File: config.mk
export PLATFORM = sky130hd
export DESIGN_NAME = fetch_stage
export DESIGN_NICKNAME = d
export VERILOG_FILES = /design/src/rtl/fetch_stage.sv
export SDC_FILE = /design/constraint.sdc
export NUM_CORES = 1
export LEC_CHECK = 0
export ABC_AREA = 1
export CAP_MARGIN = 20
export CORE_MARGIN = 8
export CORE_UTILIZATION = 45
export DETAILED_ROUTE_END_ITERATION = 8
export PLACE_DENSITY = 0.83
export RECOVER_POWER = 25
export SLEW_MARGIN = 20
export SYNTH_ARGS = -nofsm -noshare
export SYNTH_HDL_FRONTEND = slang
export SYNTH_SLANG_ARGS = --single-unit
File: constraint.sdc
create_clock -name clk -period 3.3 [get_ports clk]
set_input_delay 0.495 -clock clk [delete_from_list [all_inputs] [get_ports clk]]
set_output_delay 0.495 -clock clk [all_outputs]
set_load 0.02 [all_outputs]
File: src/rtl/fetch_stage.sv
// Instruction-fetch stage: owns the PC, presents it to inst_memory and
// captures the returned word into the IF/ID register. Handles stall,
// branch/jump redirect with flush, and stops fetching on HALT.
module fetch_stage #(
  parameter int unsigned                  PC_WIDTH    = 16,
  parameter int unsigned                  INSTR_WIDTH = 16,
  parameter int unsigned                  PC_STEP     = 4,
  parameter logic [PC_WIDTH-1:0]          RESET_PC    = 16'h0000,
  parameter logic [INSTR_WIDTH-1:0]       HALT_INSTR  = 16'hFFFF,
  parameter logic [INSTR_WIDTH-1:0]       NOP_INSTR   = 16'h0000
) (
  input  logic                   clk,
  input  logic                   reset,
  input  logic                   stall,
  input  logic                   branch_taken,
  input  logic [PC_WIDTH-1:0]    branch_target,
  input  logic                   jump,
  input  logic [PC_WIDTH-1:0]    jump_target,
  output logic [PC_WIDTH-1:0]    imem_addr,
  input  logic [INSTR_WIDTH-1:0] imem_data,
  output logic [INSTR_WIDTH-1:0] ifid_instr,
  output logic [PC_WIDTH-1:0]    ifid_pc,
  output logic [PC_WIDTH-1:0]    ifid_pc_next,
  output logic                   ifid_valid,
  output logic                   halted
);

  typedef enum logic {
    ST_RUN  = 1'b0,
    ST_HALT = 1'b1
  } state_t;

  state_t                 state_q, state_d;
  logic [PC_WIDTH-1:0]    pc_q, pc_d;
  logic [INSTR_WIDTH-1:0] ifid_instr_q, ifid_instr_d;
  logic [PC_WIDTH-1:0]    ifid_pc_q, ifid_pc_d;
  logic [PC_WIDTH-1:0]    ifid_pc_next_q, ifid_pc_next_d;
  logic                   ifid_valid_q, ifid_valid_d;

  logic                   redirect;
  logic [PC_WIDTH-1:0]    redirect_raw;
  logic [PC_WIDTH-1:0]    redirect_pc;
  logic [PC_WIDTH-1:0]    pc_plus_step;

  // Redirect target selection (branch is older than jump) and sequential PC
  always_comb begin
    redirect     = branch_taken | jump;
    redirect_raw = branch_taken ? branch_target : jump_target;
    redirect_pc  = {redirect_raw[PC_WIDTH-1:2], 2'b00};
    pc_plus_step = pc_q + PC_WIDTH'(PC_STEP);
  end

  // Next-state logic: redirect > stall > sequential in RUN; HALT emits bubbles
  always_comb begin
    state_d        = state_q;
    pc_d           = pc_q;
    ifid_instr_d   = ifid_instr_q;
    ifid_pc_d      = ifid_pc_q;
    ifid_pc_next_d = ifid_pc_next_q;
    ifid_valid_d   = ifid_valid_q;

    unique case (state_q)
      ST_RUN: begin
        if (redirect) begin
          pc_d         = redirect_pc;
          ifid_instr_d = NOP_INSTR;
          ifid_valid_d = 1'b0;
        end else if (!stall) begin
          ifid_instr_d   = imem_data;
          ifid_pc_d      = pc_q;
          ifid_pc_next_d = pc_plus_step;
          ifid_valid_d   = 1'b1;
          if (imem_data == HALT_INSTR) begin
            state_d = ST_HALT;
          end else begin
            pc_d = pc_plus_step;
          end
        end
      end
      ST_HALT: begin
        ifid_instr_d = NOP_INSTR;
        ifid_valid_d = 1'b0;
        if (redirect) begin
          pc_d    = redirect_pc;
          state_d = ST_RUN;
        end
      end
      default: state_d = ST_RUN;
    endcase
  end

  // State registers with synchronous reset
  always_ff @(posedge clk) begin
    if (reset) begin
      state_q        <= ST_RUN;
      pc_q           <= RESET_PC;
      ifid_instr_q   <= NOP_INSTR;
      ifid_pc_q      <= '0;
      ifid_pc_next_q <= '0;
      ifid_valid_q   <= 1'b0;
    end else begin
      state_q        <= state_d;
      pc_q           <= pc_d;
      ifid_instr_q   <= ifid_instr_d;
      ifid_pc_q      <= ifid_pc_d;
      ifid_pc_next_q <= ifid_pc_next_d;
      ifid_valid_q   <= ifid_valid_d;
    end
  end

  assign imem_addr    = pc_q;
  assign ifid_instr   = ifid_instr_q;
  assign ifid_pc      = ifid_pc_q;
  assign ifid_pc_next = ifid_pc_next_q;
  assign ifid_valid   = ifid_valid_q;
  assign halted       = (state_q == ST_HALT);

endmodule
; ---- Word level (Yosys, flattened, before mapping)
; Index checks and enable logic that the tools add are counted.
[totals]
memories = 0
input_bits = 53
latchBits = 0
mem_bits_ro = 0
ramBits = 0
output_inout_bits = 66
ff_bits = 66
[classes]
reduce_logical = 2
mux = 17
n_bitwise = 4
add_sub_neg = 1
order_cmp = 0
n_mul = 0
eq_ne = 4
n_shift = 0
div = 0
[op_table]
columns = operator, count
row1 = two-way mux 16 bit, 7
row2 = one-hot mux 16 bit (2 select lines), 2
row3 = "adder 16 x 3 -> 16 bit, second input constant", 1
row4 = "== test 16 bit, second input constant", 1
row5 = two-way mux 1 bit, 6
row6 = "inequality test 3 bit, second input constant", 2
row7 = AND reduction 3 bit, 2
row8 = one-hot mux 1 bit (2 select lines), 2
row9 = NOT 1 bit, 3
row10 = "inequality test 2 x 1 -> 1 bit, second input constant", 1
row11 = OR 1 bit, 1

; ---- Logic depth before layout (Yosys ltp)
; Gate-level depths: netlist of the first run.
[logic_depth]
depth_word = 5
depth_mapped = 10
ltp_nobuf = 9

; ---- Worst setup path before layout of the first run
; Ideal clock, no wire load.
[synth_path]
kind = reg2reg
from = reg pc_q[3] (netlist: imem_addr[3])
to = reg pc_q[8] (netlist: imem_addr[8])
path_slack_ns = 1.816
t_arrival_ns = 1.371
period_less_slack_ns = 1.484
setup_ns = 0.113
path_stages_with_launch = 8
path_cell_list = dfxtp_1 > ha_1 > nand3_1 > nor2_1 > xor2_1 > nor2_1 > nor2_1 > nor2_1
[synth_via]
elab_chain_len = 5
[synth_rtl]
columns = item, line
row1 = start: declaration, 34  ; logic [PC_WIDTH-1:0] pc_q, pc_d;
row2 = start signal: assignment, 103  ; pc_q <= pc_d;
row3 = adder 16 x 3 -> 16 bit, 50  ; pc_plus_step = pc_q + PC_WIDTH'(PC_STEP);
row4 = two-way mux 16 bit, 73  ; if (imem_data == HALT_INSTR) begin
row5 = two-way mux 16 bit, 68  ; end else if (!stall) begin
row6 = two-way mux 16 bit, 64  ; if (redirect) begin
row7 = one-hot mux 16 bit (2 select lines), 62  ; unique case (state_q)
; Every way passes these cells. The select of a mux whose other input is x is not followed.
; A chain may end at the register's enable or synchronous reset.

==> results of run 1 <==
==> flip-flops by register name (all words and copies together), names as in the netlist <==
name	count
imem_addr	14
ifid_valid	1
ifid_instr	16
halted	1
ifid_pc_next	14
ifid_pc	14
==> final cells by class <==
cell class | instances | area (um^2) | area share
Inverter | 31 | 119 | 0.0286
Clock inverter | 5 | 30.0 | 0.00724
Timing Repair Buffer | 115 | 1140 | 0.275
Multi-Input combinational cell | 301 | 1430 | 0.345
Tap cell | 77 | 96.3 | 0.0232
Clock buffer | 10 | 128 | 0.0308
Sequential cell | 60 | 1200 | 0.290
==> final timing paths <==
path / slack, ps / start / to / cells after the start
setup reg to reg: 1600 / halted$_SDFF_PP0_ / ifid_pc[13]$_SDFFE_PP0P_ / 6
hold / removal: 460 / ifid_instr[7]$_SDFFE_PP0P_ / ifid_instr[7]$_SDFFE_PP0P_ / 2
setup / recovery: 680 / reset / ifid_pc[7]$_SDFFE_PP0P_ / 6
hold reg to reg: 460 / ifid_instr[7]$_SDFFE_PP0P_ / ifid_instr[7]$_SDFFE_PP0P_ / 2
==> through the flow <==
stage	total power (W)	instance area, um^2	util	setup WS, ps
finish	0.00170	4150	0.657	679
global route	0.00179	4150	0.657	506
CTS	0.00172	4150	0.658	1130
detailed placement	0.00116	4000	0.633	775
global placement	0.00115	4000	0.633	805
floorplan	0.000995	2930	-	1820
==> layer usage <==
layer  global-route usage  wire length, um  vias up
met5                    0                0        -
met3               0.0912             1060       15
met1                0.228             3600     1415
met2                0.316             4130      139
met4               0.0807              153        0
li1                     -                -     1542
==> synth_stat cells, drive strengths merged <==
| master | number | share of area |
|---|---|---|
| nand2 | 110 | 0.15 |
| dfxtp | 60 | 0.41 |
| nor2 | 60 | 0.086 |
| a21oi | 36 | 0.063 |
| inv | 31 | 0.041 |
| nand3 | 26 | 0.045 |
| o21ai | 23 | 0.040 |
| buf | 22 | 0.054 |
| o211ai | 16 | 0.041 |
| or2 | 9 | 0.019 |
| clkbuf | 6 | 0.0077 |
| xor2 | 5 | 0.015 |
| a31oi | 4 | 0.0086 |
| nand4 | 4 | 0.0086 |
| conb | 1 | 0.0013 |
| ha | 1 | 0.0043 |
| nor3 | 1 | 0.0017 |
==> power by group <==
group	leakage, nW	internal (W)	switching, W
Sequential	0.491	0.000761	0.0000299
Clock	0.0779	0.000264	0.000294
Combinational	1.21	0.000161	0.000189
Total	1.78	0.00119	0.000512
==> worst register-to-register path, cell delays in order, from the launching register on <==
cell     delay (ps)
dfxtp_1         310
inv_1           100
nand2_4         240
nor2_4          380
buf_4           280
o21ai_0         100
a21oi_1         210
==> cell families after synthesis <==
logic type	Yosys count	synth area share
compound gates	79	0.152
xor+xnor	5	0.0150
fa+ha+maj	1	0.00429
buf+inv	59	0.103
flops	60	0.412
other cells	1	0.00129
simple gates	210	0.312
==> results.md, run 1 <==
- Most frequent cells in the layout: 104 x nand2_1, 79 x clkdlybuf4s50_1, 60 x dfxtp_1
- Cells after synthesis: 415
- Max-cap violation count: 1
- Worst EP arrival: 2890 ps
- IO Port Bufs: 108
- Family with the most delay on the worst path: buffers and inverters
- First-pass GRT wire length: 14.5 mm
- GP Congestion: 0.859
- HP Class: register to register
- Setup CP Type: input pin to register
- Initial Util: 0.462
- Initial DRC count: 113
- H-tree depth: 3
- Highest clock rate: 0.382 GHz
- Row cnt: 29
- Layout cells sized above 1: 0.0805
- Number of routed nets with antenna violations: 0
- Failing checks: max-capacitance violations, max-slew violations
- Post-CTS resize count: 0
- CTS tree: yes
- Power per cell area: 409 mW/mm^2
- HPWL after DPL: 6.60 mm
- Area growth, synth to finish: 42.4%
- Clk sinks: 60
- Clk_lat worst skew: 340 ps
- Max Slew Vio Count: 43
- Die Width: 96.5 um
- Core area: 0.00631 mm^2
- Wirelength per Cell: 14.9 um
- Flops & latches, synth: 60
- Most common cell after layout, fill and taps aside: nand2_1
- Worst Path Buf+Inv: 4
- Layout Cells excl Fill: 599
- Total grt overflow: 0
- Ant diodes: 0
- WP data required: 3570 ps
- Layout fillers: 558
- DIE AREA: 0.00931 mm^2
- Largest net degree at the start of global routing: 43
- Clock slew at reported path FFs: 70 ps
- Tcrit/Tclk final: 0.794
- Post-Syn Area: 0.00291 mm^2
- Initial antenna violation count: 0
- Yosys Warn Count: 0
- Slew HR: -0.0828
- Vias in the first global route: 3045
- Leakage: 1.78 nW
- Root Buffer: clkbuf_8
- Crit path cell chain: clkdlybuf4s50_1, buf_4, inv_1, clkbuf_1, o21ai_0, a21oi_1
- Crit-path max cell delay: 1170 ps
- Deepest clock path buffer count: 2
- Drt drc: 0
- Crit Path Max Fanout: 42
- Worst Skew: 9.73 ps
- Maximum VDD drop: 0.000279 V
- CTS Buf Count: 9
- Post-Route WL: 8.94 mm
- Hold Fails Final Rpt: 0
- Final setup fails: 0
- Placed cells: 584
- Via Count: 3111
- Final TNS setup: 0 ps
- RSZ-0062 raised after global routing: false
- Pre-antenna DRT Iters: 5
- Post-synthesis cell type count: 29
- Synth Area per Inst: 7.02 um^2
- CP Capture Type: register
- Sequential area share after synthesis: 0.412
- Layout net count: 572
- Die height: 96.5 um
- Final hold slack: 456 ps
- Postcts setup bufs: 0
- Vias per cell: 5.19
- Hold_buf cts: 0
- Worst-Margin Slew: 1620 ps
- Status: finished with violations
- Total track usage: 0.199
- Final worst path period need: 2620 ps
- Crit-path slowest cell: clkbuf_1
- I/O Pins: 119
- Worst setup SP type: input pin
Power figures use the tool's default switching activity.
==> run 2: changes to the inputs <==
Settings changed: CORE_UTILIZATION 45 to 43, PLACE_DENSITY 0.83 to 0.8.
Clock period 3.3 ns to 2.5 ns, I/O delays scaled along.
==> results.md, run 2 (synthesis gave the netlist of run 1 again) <==
- Status: complete, no violations
- Final setup fails: 0
- Hold path start: ifid_instr[4]$_SDFFE_PP0P_
- HPWL after DPL: 6.40 mm
- Row cnt: 30
- Final worst path period need: 1920 ps
- Leakage: 1.77 nW
- Slew HR: 0.485
- Core area: 0.00668 mm^2
- Initial DRC count: 111
- Clk_lat worst skew: 330 ps
- Drt drc: 0
- Ant diodes: 0
- Vias per cell: 5.00
- Hold Fails Final Rpt: 0
- Layout cells sized above 1: 0.0802
- Worst setup startpoint: branch_taken
- DIE AREA: 0.00967 mm^2
- Tcrit/Tclk final: 0.769
- Final TNS setup: 0 ps
- Crit Path Max Fanout: 34
- IO Port Bufs: 108
- Number of routed nets with antenna violations: 0
- Clock slew at reported path FFs: 70 ps
- Post-Route WL: 8.65 mm
- Layout Cells excl Fill: 604
- Worst setup SP type: input pin
- Initial Util: 0.436
- Worst EP arrival: 2140 ps
- Vias in the first global route: 2992
- Via Count: 3022
- Power per cell area: 609 mW/mm^2
- Clk sinks: 60
- Power, Total: 0.00258 W
- First-pass GRT wire length: 14.4 mm
- Setup CP Type: input pin to register
- Number of flip-flops in the largest register: 16
- HP Class: register to register
- Initial antenna violation count: 0
- Hold_buf cts: 0
- Wirelength per Cell: 14.3 um
- Worst Skew: 8.08 ps
- I/O Pins: 119
- GP Congestion: 0.828
- WP data required: 2720 ps
- CTS Buf Count: 9
- Most frequent cells in the layout: 104 x nand2_1, 97 x clkdlybuf4s50_1, 60 x dfxtp_1
- Maximum VDD drop: 0.000370 V
- Reg2reg start: halted$_SDFF_PP0_
- CP Capture Type: register
- Max Slew Vio Count: 0
- Die height: 98.3 um
- Highest clock rate: 0.520 GHz
- Postcts setup bufs: 0
- RSZ-0062 raised after global routing: false
- Final Util: 0.634
- Max-cap violation count: 0
- Total grt overflow: 0
- Post-CTS resize count: 0
- Deepest clock path buffer count: 2
- Largest net degree at the start of global routing: 43
- Layout fillers: 614
- Die Width: 98.3 um
- Root Buffer: clkbuf_8
- Placed cells: 588
- CTS tree: yes
- Area growth, synth to finish: 45.5%
- Layout net count: 573
- H-tree depth: 3
- Total track usage: 0.181
- Pre-antenna DRT Iters: 4
- Worst-Margin Slew: 772 ps
- Most common cell after layout, fill and taps aside: nand2_1
run 2: metal layers:
layer  up-vias  wire (um)  GRT usage
met2        95       3930      0.287
met4         0        161     0.0531
met3        13        866     0.0861
met5         -          0          0
met1      1373       3700      0.211
li1       1541          -          -
run 2: final cells by class:
type	instances	area, um^2	share of cell area
Multi-Input combinational cell	301	1420	0.336
Sequential cell	60	1200	0.283
Timing Repair Buffer	116	1150	0.271
Clock buffer	10	138	0.0325
Inverter	31	119	0.0280
Clock inverter	6	111	0.0263
Tap cell	80	100	0.0236
run 2: per-stage QoR:
step	cell area, um^2	hold slack [ps]	worst slack, ps
finish	4240	464	576
global route	4240	481	361
CTS	4260	463	668
detailed placement	4010	452	346
global placement	4010	447	371
floorplan	2930	523	1020
run 2: worst paths after layout:
kind,end,slack (ps),depth (start not counted)
worst max-delay path,ifid_pc_next[15]$_SDFFE_PP0P_,580,8
worst min-delay path,ifid_instr[4]$_SDFFE_PP0P_,460,2
worst max register to register,ifid_pc_next[15]$_SDFFE_PP0P_,870,7
worst min register to register,ifid_instr[4]$_SDFFE_PP0P_,460,2
run 2: where the power goes:
part / switching [W] / internal (W) / leakage [nW]
sequential: 0.0000394 / 0.00100 / 0.491
combinational: 0.000244 / 0.000216 / 1.16
clock: 0.000389 / 0.000689 / 0.122
run 2: critical path, cell delays in order:
cell,delay [ps]
clkdlybuf4s50_1,450
nor2_1,200
nand2_4,170
nor2_1,270
buf_4,370
nand3_1,120
o211ai_1,90
inv_1,70
==> run 3: changes to the inputs <==
Clock period 2.5 ns to 1.8 ns, I/O delays scaled along.
==> results.md, run 3 (synthesis gave the netlist of run 1 again) <==
- Drt drc: 0
- HP Class: register to register
- Core area: 0.00668 mm^2
- Setup CP Type: register to primary output
- Final worst path period need: 1730 ps
- Clock slew at reported path FFs: 70 ps
- Leakage: 1.80 nW
- Worst Path Buf+Inv: 1
- Tcrit/Tclk final: 0.962
- Setup slack after layout: 68.5 ps
- CTS Buf Count: 9
- Worst setup SP type: register
- Vias per cell: 5.14
- Number of routed nets with antenna violations: 0
- Area growth, synth to finish: 49.1%
- H-tree depth: 3
- Crit-path max cell delay: 660 ps
- Die height: 98.3 um
- Crit path cell chain: clkdlybuf4s50_1
- Place WS: -57.9 ps
- FF-to-FF setup slack: 250 ps
- HPWL after DPL: 6.86 mm
- Post-Route WL: 9.06 mm
- Worst Skew: 10.7 ps
- Most common cell after layout, fill and taps aside: clkdlybuf4s50_1
- DP Area: 0.00411 mm^2
- Highest clock rate: 0.578 GHz
- Family with the most delay on the worst path: buffers and inverters
- Deepest clock path buffer count: 2
- Slew HR: 0.590
- I/O Pins: 119
- Most frequent cells in the layout: 107 x clkdlybuf4s50_1, 104 x nand2_1, 60 x dfxtp_1
- IO Port Bufs: 108
- Status: complete, no violations
- Vias in the first global route: 3131
- First-pass GRT wire length: 14.9 mm
- R2R depth: 7
- Hold endpoint: ifid_instr[9]$_SDFFE_PP0P_
- CTS tree: yes
- Via Count: 3162
- Largest net degree at the start of global routing: 34
- Clk sinks: 60
- Initial antenna violation count: 0
- Wirelength per Cell: 14.7 um
- Worst EP arrival: 1460 ps
- Worst-Margin Slew: 615 ps
- Crit Path Max Fanout: 6
- Clk_lat worst skew: 340 ps
- Row cnt: 30
- RR Endpoint: ifid_pc_next[8]$_SDFFE_PP0P_
- Total grt overflow: 0
- Initial Util: 0.436
- Pre-antenna DRT Iters: 4
- Final setup fails: 0
- Initial DRC count: 179
- Root Buffer: clkbuf_8
- Final Util: 0.650
- Reg2reg start: imem_addr[3]$_SDFFE_PP0P_
- Max-cap violation count: 0
- Final hold slack: 463 ps
- Hold path start: ifid_instr[9]$_SDFFE_PP0P_
- Ant diodes: 0
- Postcts setup bufs: 0
- Maximum VDD drop: 0.000556 V
- Number of flip-flops in the largest register: 16
- Max Slew Vio Count: 0
- Post-CTS resize count: 0
- Power per cell area: 835 mW/mm^2
- CP Capture Type: primary output
- WHS Path Cells: 2
- GP Congestion: 0.906
- Total track usage: 0.188
- Power, Total: 0.00363 W
- WP data required: 1530 ps
- DIE AREA: 0.00967 mm^2
- Hold_buf cts: 0
- Die Width: 98.3 um
- Hold Fails Final Rpt: 0
- Final Cell Area: 0.00435 mm^2
- Layout net count: 584
- RSZ-0062 raised after global routing: false
- Layout cells sized above 1: 0.105
- Crit-path slowest cell: clkdlybuf4s50_1
run 3: how the worst max path moves through the flow:
stage	start	end	slack, ps	cells past startpoint
floorplan	imem_addr[3]$_SDFFE_PP0P_	imem_addr[8]$_SDFFE_PP0P_	320	7
global placement	branch_taken	imem_addr[11]$_SDFFE_PP0P_	-50	8
detailed placement	branch_taken	imem_addr[12]$_SDFFE_PP0P_	-60	8
CTS	imem_addr[10]$_SDFFE_PP0P_	imem_addr[10]	60	1
global route	imem_addr[10]$_SDFFE_PP0P_	imem_addr[10]	10	1
finish	imem_addr[10]$_SDFFE_PP0P_	imem_addr[10]	70	1
run 3: power breakdown:
part | switching, W | internal (W)
registers | 0.0000586 | 0.00140
logic | 0.000347 | 0.000320
clock network | 0.000550 | 0.000957
run 3: per-stage QoR:
| stage | cells | TNS (ps) |
|---|---|---|
| after global routing | 615 | 0 |
| after global placement | 599 | -161 |
| after detailed placement | 599 | -336 |
| after floorplan | 420 | 0 |
| final | 615 | 0 |
| after CTS | 615 | 0 |
run 3: cell type report:
cell class,count,area [um^2]
clock inverter,6,111
tap,80,100
fill,572,2340
clock buffer,10,138
inverter,31,119
multi-input combinational,301,1430
sequential,60,1200
timing repair buffer,127,1250
run 3: layer usage:
layer / track usage / vias to the layer above / wire (um)
met2: 0.315 / 138 / 4290
met5: 0 / - / 0
li1: - / 1560 / -
met1: 0.207 / 1451 / 3740
met4: 0.0590 / 0 / 114
met3: 0.0839 / 13 / 912
